## config.mk

```make
export PLATFORM = sky130hd
export DESIGN_NAME = stack_ctrl
export DESIGN_NICKNAME = d
export VERILOG_FILES = /design/src/rtl/stack_ctrl.sv
export SDC_FILE = /design/constraint.sdc
export NUM_CORES = 1
export LEC_CHECK = 0
export ABC_CLOCK_PERIOD_IN_PS = 2740
export CORE_AREA = 2 2 80 82
export CTS_BUF_LIST = sky130_fd_sc_hd__clkbuf_2
export DETAILED_ROUTE_END_ITERATION = 10
export DIE_AREA = 0 0 82 84
export GPL_TIMING_DRIVEN = 0
export PLACE_DENSITY = 0.75
export SKIP_CTS_REPAIR_TIMING = 1
export SLEW_MARGIN = 0
export SYNTH_ARGS = -nofsm -noshare
export SYNTH_HDL_FRONTEND = slang
export SYNTH_SLANG_ARGS = --single-unit
```

## constraint.sdc

```tcl
create_clock -name i_clk -period 2.74 [get_ports i_clk]
set_clock_uncertainty 0.1 [all_clocks]
set_input_delay 0.548 -clock i_clk [delete_from_list [all_inputs] [get_ports i_clk]]
set_output_delay 0.548 -clock i_clk [all_outputs]
set_load 0.05 [all_outputs]
```

## src/rtl/stack_ctrl.sv

```systemverilog
// Command front end for the circular stack: turns PUSH/POP/REPLACE/DEPTH commands
// into stack strobes, tracks occupancy so the stack never wraps, and returns one response per command.
module stack_ctrl #(
    parameter int WIDTH      = 18,
    parameter int DEPTH_LOG2 = 4
) (
    input  logic                  i_clk,
    input  logic                  i_rst,
    input  logic                  i_cmd_valid,
    output logic                  o_cmd_ready,
    input  logic [1:0]            i_cmd_op,
    input  logic [WIDTH-1:0]      i_cmd_data,
    output logic                  o_rsp_valid,
    input  logic                  i_rsp_ready,
    output logic [WIDTH-1:0]      o_rsp_data,
    output logic                  o_rsp_err,
    output logic                  o_stk_push,
    output logic                  o_stk_pop,
    output logic [WIDTH-1:0]      o_stk_data,
    input  logic [WIDTH-1:0]      i_stk_data,
    output logic [DEPTH_LOG2:0]   o_depth,
    output logic                  o_full,
    output logic                  o_empty
);

    typedef enum logic [1:0] {IDLE, ISSUE, WAIT, RESP} state_t;
    typedef enum logic [1:0] {
        OP_DEPTH   = 2'b00,
        OP_PUSH    = 2'b01,
        OP_POP     = 2'b10,
        OP_REPLACE = 2'b11
    } op_t;

    localparam logic [DEPTH_LOG2:0] FULL_LEVEL = {1'b1, {DEPTH_LOG2{1'b0}}};
    localparam logic [DEPTH_LOG2:0] ONE        = {{DEPTH_LOG2{1'b0}}, 1'b1};

    state_t              state, state_nxt;
    logic [DEPTH_LOG2:0] depth, depth_nxt;
    logic                push_q, push_nxt;
    logic                pop_q, pop_nxt;
    logic [WIDTH-1:0]    stk_data_q, stk_data_nxt;
    logic [WIDTH-1:0]    rsp_data_q, rsp_data_nxt;
    logic                rsp_err_q, rsp_err_nxt;
    logic                need_wait, need_wait_nxt;
    logic                full, empty;
    op_t                 cmd_op;

    assign cmd_op = op_t'(i_cmd_op);
    assign full   = (depth == FULL_LEVEL);
    assign empty  = (depth == '0);

    always_ff @(posedge i_clk) begin
        if (i_rst) begin
            state      <= IDLE;
            depth      <= '0;
            push_q     <= 1'b0;
            pop_q      <= 1'b0;
            stk_data_q <= '0;
            rsp_data_q <= '0;
            rsp_err_q  <= 1'b0;
            need_wait  <= 1'b0;
        end else begin
            state      <= state_nxt;
            depth      <= depth_nxt;
            push_q     <= push_nxt;
            pop_q      <= pop_nxt;
            stk_data_q <= stk_data_nxt;
            rsp_data_q <= rsp_data_nxt;
            rsp_err_q  <= rsp_err_nxt;
            need_wait  <= need_wait_nxt;
        end
    end

    // Occupancy is committed at acceptance so the guards always see the depth
    // the stack will have once the pending strobe lands.
    always_comb begin
        state_nxt     = state;
        depth_nxt     = depth;
        push_nxt      = 1'b0;
        pop_nxt       = 1'b0;
        stk_data_nxt  = stk_data_q;
        rsp_data_nxt  = rsp_data_q;
        rsp_err_nxt   = rsp_err_q;
        need_wait_nxt = need_wait;

        unique case (state)
            IDLE: begin
                if (i_cmd_valid) begin
                    unique case (cmd_op)
                        OP_DEPTH: begin
                            rsp_data_nxt = WIDTH'(depth);
                            rsp_err_nxt  = 1'b0;
                            state_nxt    = RESP;
                        end
                        OP_PUSH: begin
                            if (full) begin
                                rsp_data_nxt = '0;
                                rsp_err_nxt  = 1'b1;
                                state_nxt    = RESP;
                            end else begin
                                push_nxt      = 1'b1;
                                stk_data_nxt  = i_cmd_data;
                                rsp_data_nxt  = i_cmd_data;
                                rsp_err_nxt   = 1'b0;
                                depth_nxt     = depth + ONE;
                                need_wait_nxt = 1'b0;
                                state_nxt     = ISSUE;
                            end
                        end
                        OP_POP, OP_REPLACE: begin
                            if (empty) begin
                                rsp_data_nxt = '0;
                                rsp_err_nxt  = 1'b1;
                                state_nxt    = RESP;
                            end else begin
                                pop_nxt       = 1'b1;
                                need_wait_nxt = 1'b1;
                                state_nxt     = ISSUE;
                                if (cmd_op == OP_REPLACE) begin
                                    push_nxt     = 1'b1;
                                    stk_data_nxt = i_cmd_data;
                                end else begin
                                    depth_nxt = depth - ONE;
                                end
                            end
                        end
                        default: state_nxt = IDLE;
                    endcase
                end
            end
            ISSUE: state_nxt = need_wait ? WAIT : RESP;
            WAIT: begin
                rsp_data_nxt = i_stk_data;
                rsp_err_nxt  = 1'b0;
                state_nxt    = RESP;
            end
            RESP: begin
                if (i_rsp_ready) state_nxt = IDLE;
            end
            default: state_nxt = IDLE;
        endcase
    end

    assign o_cmd_ready = (state == IDLE);
    assign o_rsp_valid = (state == RESP);
    assign o_rsp_data  = rsp_data_q;
    assign o_rsp_err   = rsp_err_q;
    assign o_stk_push  = push_q;
    assign o_stk_pop   = pop_q;
    assign o_stk_data  = stk_data_q;
    assign o_depth     = depth;
    assign o_full      = full;
    assign o_empty     = empty;

endmodule
```

Yosys cells after proc, flatten, opt, wreduce, memory -nomap -nowiden
Index checks and enable logic that the tools add are counted.

word-level totals
  word-level logic and storage cells = 73
  register bits = 47
  input port bits = 42
  output and inout bits = 48

operators by class
  equal/unequal tests = 14
  reduce and logical (&&, ||, !) cells = 13
  bitwise logic cells = 3
  muxes and demuxes = 33
  $add $sub $neg = 2

operator list
  kind                                                 count
  two-way mux 18 bit                                   6
  one-hot mux 18 bit (2 select lines)                  2
  one-hot mux 18 bit (3 select lines)                  1
  two-way mux 5 bit                                    3
  AND reduction 6 bit                                  2
  two-way mux 1 bit                                    10
  != test 2 bit, second input constant                 5
  one-hot mux 5 bit (2 select lines)                   1
  equality test 2 bit, second input constant           4
  two-way mux 2 bit                                    4
  one-hot mux 2 bit (4 select lines)                   1
  one-hot mux 1 bit (2 select lines)                   3
  one-hot mux 2 bit (3 select lines)                   1
  adder 5 x 1 -> 5 bit, second input constant          1
  equality test 5 bit, second input constant           1
  zero test 5 bit                                      1
  AND reduction 5 bit                                  1
  subtractor 5 x 1 -> 5 bit, second input constant     1
  equality test 2 x 1 -> 1 bit, second input constant  2
  zero test 2 bit                                      2
  nonzero test 2 bit                                   2
  OR reduction 4 bit                                   1
  != test 3 bit, second input constant                 1
  inverter 1 bit                                       3
  other kinds (6)                                      6

Depth between registers and ports, before layout
Gate-level depths: netlist of run 1.

  depth in word-level cells = 5
  depth in mapped cells = 9

Worst setup path before layout of run 1
OpenSTA, ideal clock, no wires.

  path kind = register -> output
  start = register depth[1] (netlist: o_depth[1])
  end = output o_empty
  data required time = 2.092 ns
  arrival = 1.844 ns
  path slack = 0.248 ns
  cell stages (with the launch flop) = 3
  cell sequence = dfxtp_1 -> or4_4 -> nor2_1

between the ends
  cells in the longest elaborated chain, start to end = 1

RTL lines
  element                   line  text
  start: declaration        38    logic [DEPTH_LOG2:0] depth, depth_nxt;
  start signal: assignment  64    depth <= depth_nxt;
  zero test 5 bit           50    assign empty = (depth == '0);
  end: declaration          23    output logic o_empty

No other way between the ends.

Final worst setup path of run 1
  start = input i_cmd_op[0]
  end = register depth[4] (netlist: o_depth[4])

between the ends
  cells in the longest elaborated chain, start to end = 4
  elaborated cells between the ends (all ways) = 10
  those cells by class = eq/ne: 6; mux: 1; reduce/logical: 3

RTL lines
  element                                                               line     text
  start: declaration                                                    11       input logic [1:0] i_cmd_op,
  equality test 2 bit (on tied branches)                                89, 119
  OR reduction 2 bit                                                    89       unique case (cmd_op)
  != test 2 bit (no line) / nonzero test 2 bit (equally long branches)  -
  AND reduction 6 bit (no line)                                         -

Parallel ways exist; a longest one is shown, timed or not.
A chain may end at the register's enable or synchronous reset.

==> results.cfg, run 1 <==
[timing]
fin_crit_sh = 0.971
fmaxAchievable_mhz = 376
setup_viol = 0
hold_violations = 0
worst_pin_slew_ns = 0.549
drv_slew = 0
relSlewSlack = 0.634
setup_slack_ns = 0.0795
rsz0062_at_grt = no
setup-tns-final_ns = 0
period_needed_ns = 2.66

[clocking]
h-tree-depth = 2
clk_pin_slew_ns = 0.23
root_buffer = clkbuf_2
numCtsBuffers = 5
insertion_delay_ns = 0.42
cts_tree = built
clockBufferDepth = 2
clock-sinks = 47

[pwr]
clkPwrFrac = 0.093
p_comb_frac = 0.585
power.internal_mw = 1.49
ir_worst_vdd_mv = 0.497
p_leak_nw = 1.42
power_per_cell_area_mw_per_mm2 = 842
p_sw_frac = 0.477
p_switching_mw = 1.36
seqPwrFrac = 0.322
power_mw = 2.85

[logic_synthesis]
syn_inst = 259
synth_area_mm2 = 0.00233
yosysWarningCount = 0
synth_nets = 314
async_flop_share = 0
ys.flop_type = dfxtp_1
synth_edf_count = 0
ys_seq_area_frac = 0.404
synth-seq-cells = 47
synth.distinct_cells = 40
synth.avg_cell_area_um2 = 9.00

[floorplan]
dieArea_mm2 = 0.00689
initial_core_util = 0.382
rows = 29
ios = 90
fp.coreArea_mm2 = 0.00610
fp.dieH_um = 84
die_w_um = 82

[grt]
grt_pass1_wl_um = 10700
grt_max_degree = 13
antenna_found_initial = 0
grt_pass1_vias = 2261
grt_util_all_layers = 0.200
grt_overflow = 0

[critical_path]
cpPeakStageDelay_ns = 0.51
cpMaxStageDelayCell = clkdlybuf4s50_1
start_kind = input pin
worstPathRequired_ns = 2.99
worstSetupPathType = in -> reg
end_kind = register
crit_chain = clkdlybuf4s50_1, inv_1, ha_1, nor2_2, inv_1, ha_1, a21oi_1, a21oi_1, o21ai_0, mux2_2
crit_family = buffers and inverters
cp.arrival_ns = 2.91
timing.critical_path.fanout_max = 7
critPathBufInv = 3

[cells_and_area]
finalNonFillerCells = 432
final_cell_mix = 85 x clkdlybuf4s50_1, 47 x dfxtp_1, 36 x nor2_1
antenna_cells = 0
nNetsFinal = 411
layout-drive-gt1-share = 0.0704
fillers = 589
final_common_cell = clkdlybuf4s50_1
area_delta_synth_final_pct = 45.3
post-route-util = 0.556

[placed_design]
io_buffers = 88
place_inst = 424
gp_congestion = 0.827
post-place-ws_ns = -0.732
dpl.hpwl_um = 5030

[status]
outcome = finished, final reports clean

[routing]
drtAntennaViolNets = 0
finalWirelength_um = 6760
drc = 0
firstDrtPassIters = 5
wl_per_cell_um = 15.6
num_vias = 2304
drt_iter0_drc = 174
viasPerCell = 5.33

[job]
max_cap_violations = 0

[worst_hold_path]
hp-class = reg -> reg
==> through the flow <==
step	cell area (µm²)	hold WS, ns
2_1_floorplan	2330	0.362
3_3_place_gp	3310	0.357
3_5_place_dp	3310	0.369
4_1_cts	3340	0.379
5_1_grt	3390	0.399
6_report	3390	0.398
==> cells in the mapped netlist (3+ instances only) <==
| library cell | count | share of area |
|---|---|---|
| o21ai_0 | 5 | 0.011 |
| inv_1 | 14 | 0.023 |
| a211oi_1 | 3 | 0.0097 |
| nor2_1 | 37 | 0.060 |
| nand3b_1 | 5 | 0.016 |
| a221oi_1 | 13 | 0.049 |
| nand2b_1 | 4 | 0.011 |
| o41ai_1 | 4 | 0.015 |
| nor2b_1 | 6 | 0.016 |
| dfxtp_1 | 47 | 0.40 |
| a21oi_1 | 13 | 0.028 |
| clkbuf_1 | 13 | 0.021 |
| a31oi_1 | 5 | 0.013 |
| ha_1 | 12 | 0.064 |
| a21o_1 | 4 | 0.013 |
| nand2_1 | 9 | 0.014 |
| mux2i_1 | 19 | 0.082 |
| nor3_1 | 14 | 0.030 |
| nand3_1 | 3 | 0.0064 |
==> layer usage <==
layer | GRT usage | routed length (µm)
met5 | 0 | 0
met3 | 0.0736 | 663
met1 | 0.243 | 2800
met2 | 0.327 | 3230
met4 | 0.0591 | 64
==> tightest hold or removal path: stages, from the launching register on <==
cell and delay [ns]:
dfxtp_1 0.37, nand2_1 0.06, a21oi_1 0.05
==> kinds of logic (layout without fill, tap and decap cells) <==
kind of cell	after synthesis	in the layout	synth area share
flops	47	47	0.404
fa+ha+maj	13	13	0.0730
compound gates	57	57	0.186
buf+inv	32	128	0.0553
mux	21	21	0.0912
xor+xnor	2	2	0.00752
simple gates	87	87	0.183
==> path summary, 6_finish.rpt <==
kind,start,slack (ns),to,cells past startpoint
setup / recovery,i_cmd_op[0],0.08,o_depth[4]$_SDFFE_PP0P_,10
hold / removal,o_rsp_err$_SDFFE_PP0P_,0.40,o_rsp_err$_SDFFE_PP0P_,2
setup reg to reg,state[0]$_SDFFE_PP0P_,0.33,o_rsp_data[7]$_SDFFE_PP0P_,7
hold reg to reg,o_rsp_err$_SDFFE_PP0P_,0.40,o_rsp_err$_SDFFE_PP0P_,2
==> layout make-up <==
class                           count  area [µm²]  area share
Multi-Input combinational cell    180        1300       0.384
Sequential cell                    47         941       0.278
Timing Repair Buffer               90         888       0.262
Tap cell                           77        96.3      0.0284
Buffer                             18        78.8      0.0233
Inverter                           14        52.6      0.0155
Clock buffer                        6        30.0     0.00887
==> power by group through the flow <==
| stage | clock network [mW] | registers, mW | logic [mW] |
|---|---|---|---|
| 6_report | 0.266 | 0.918 | 1.67 |
| 5_1_grt | 0.305 | 0.935 | 1.79 |
| 4_1_cts | 0.275 | 0.914 | 1.64 |
| 3_5_place_dp | 0 | 0.928 | 1.64 |
| 3_3_place_gp | 0 | 0.922 | 1.61 |
| 2_1_floorplan | 0 | 1.36 | 0.688 |
==> flip-flops by register name, summed over array words and instances (netlist names) <==
| register | flops |
|---|---|
| need_wait | 1 |
| o_depth | 5 |
| o_rsp_data | 18 |
| o_rsp_err | 1 |
| o_stk_data | 18 |
| o_stk_pop | 1 |
| o_stk_push | 1 |
| state | 2 |
Power figures use the tool's default switching activity.
==> run 2: changes to the inputs <==
--- a/config.mk
+++ b/config.mk
@@ -13,7 +13,6 @@
 export GPL_TIMING_DRIVEN = 0
 export PLACE_DENSITY = 0.75
 export SKIP_CTS_REPAIR_TIMING = 1
-export SLEW_MARGIN = 0
 export SYNTH_ARGS = -nofsm -noshare
 export SYNTH_HDL_FRONTEND = slang
 export SYNTH_SLANG_ARGS = --single-unit
==> results of run 2 <==
Final layout, timing and power as in run 1 (identical DEF).
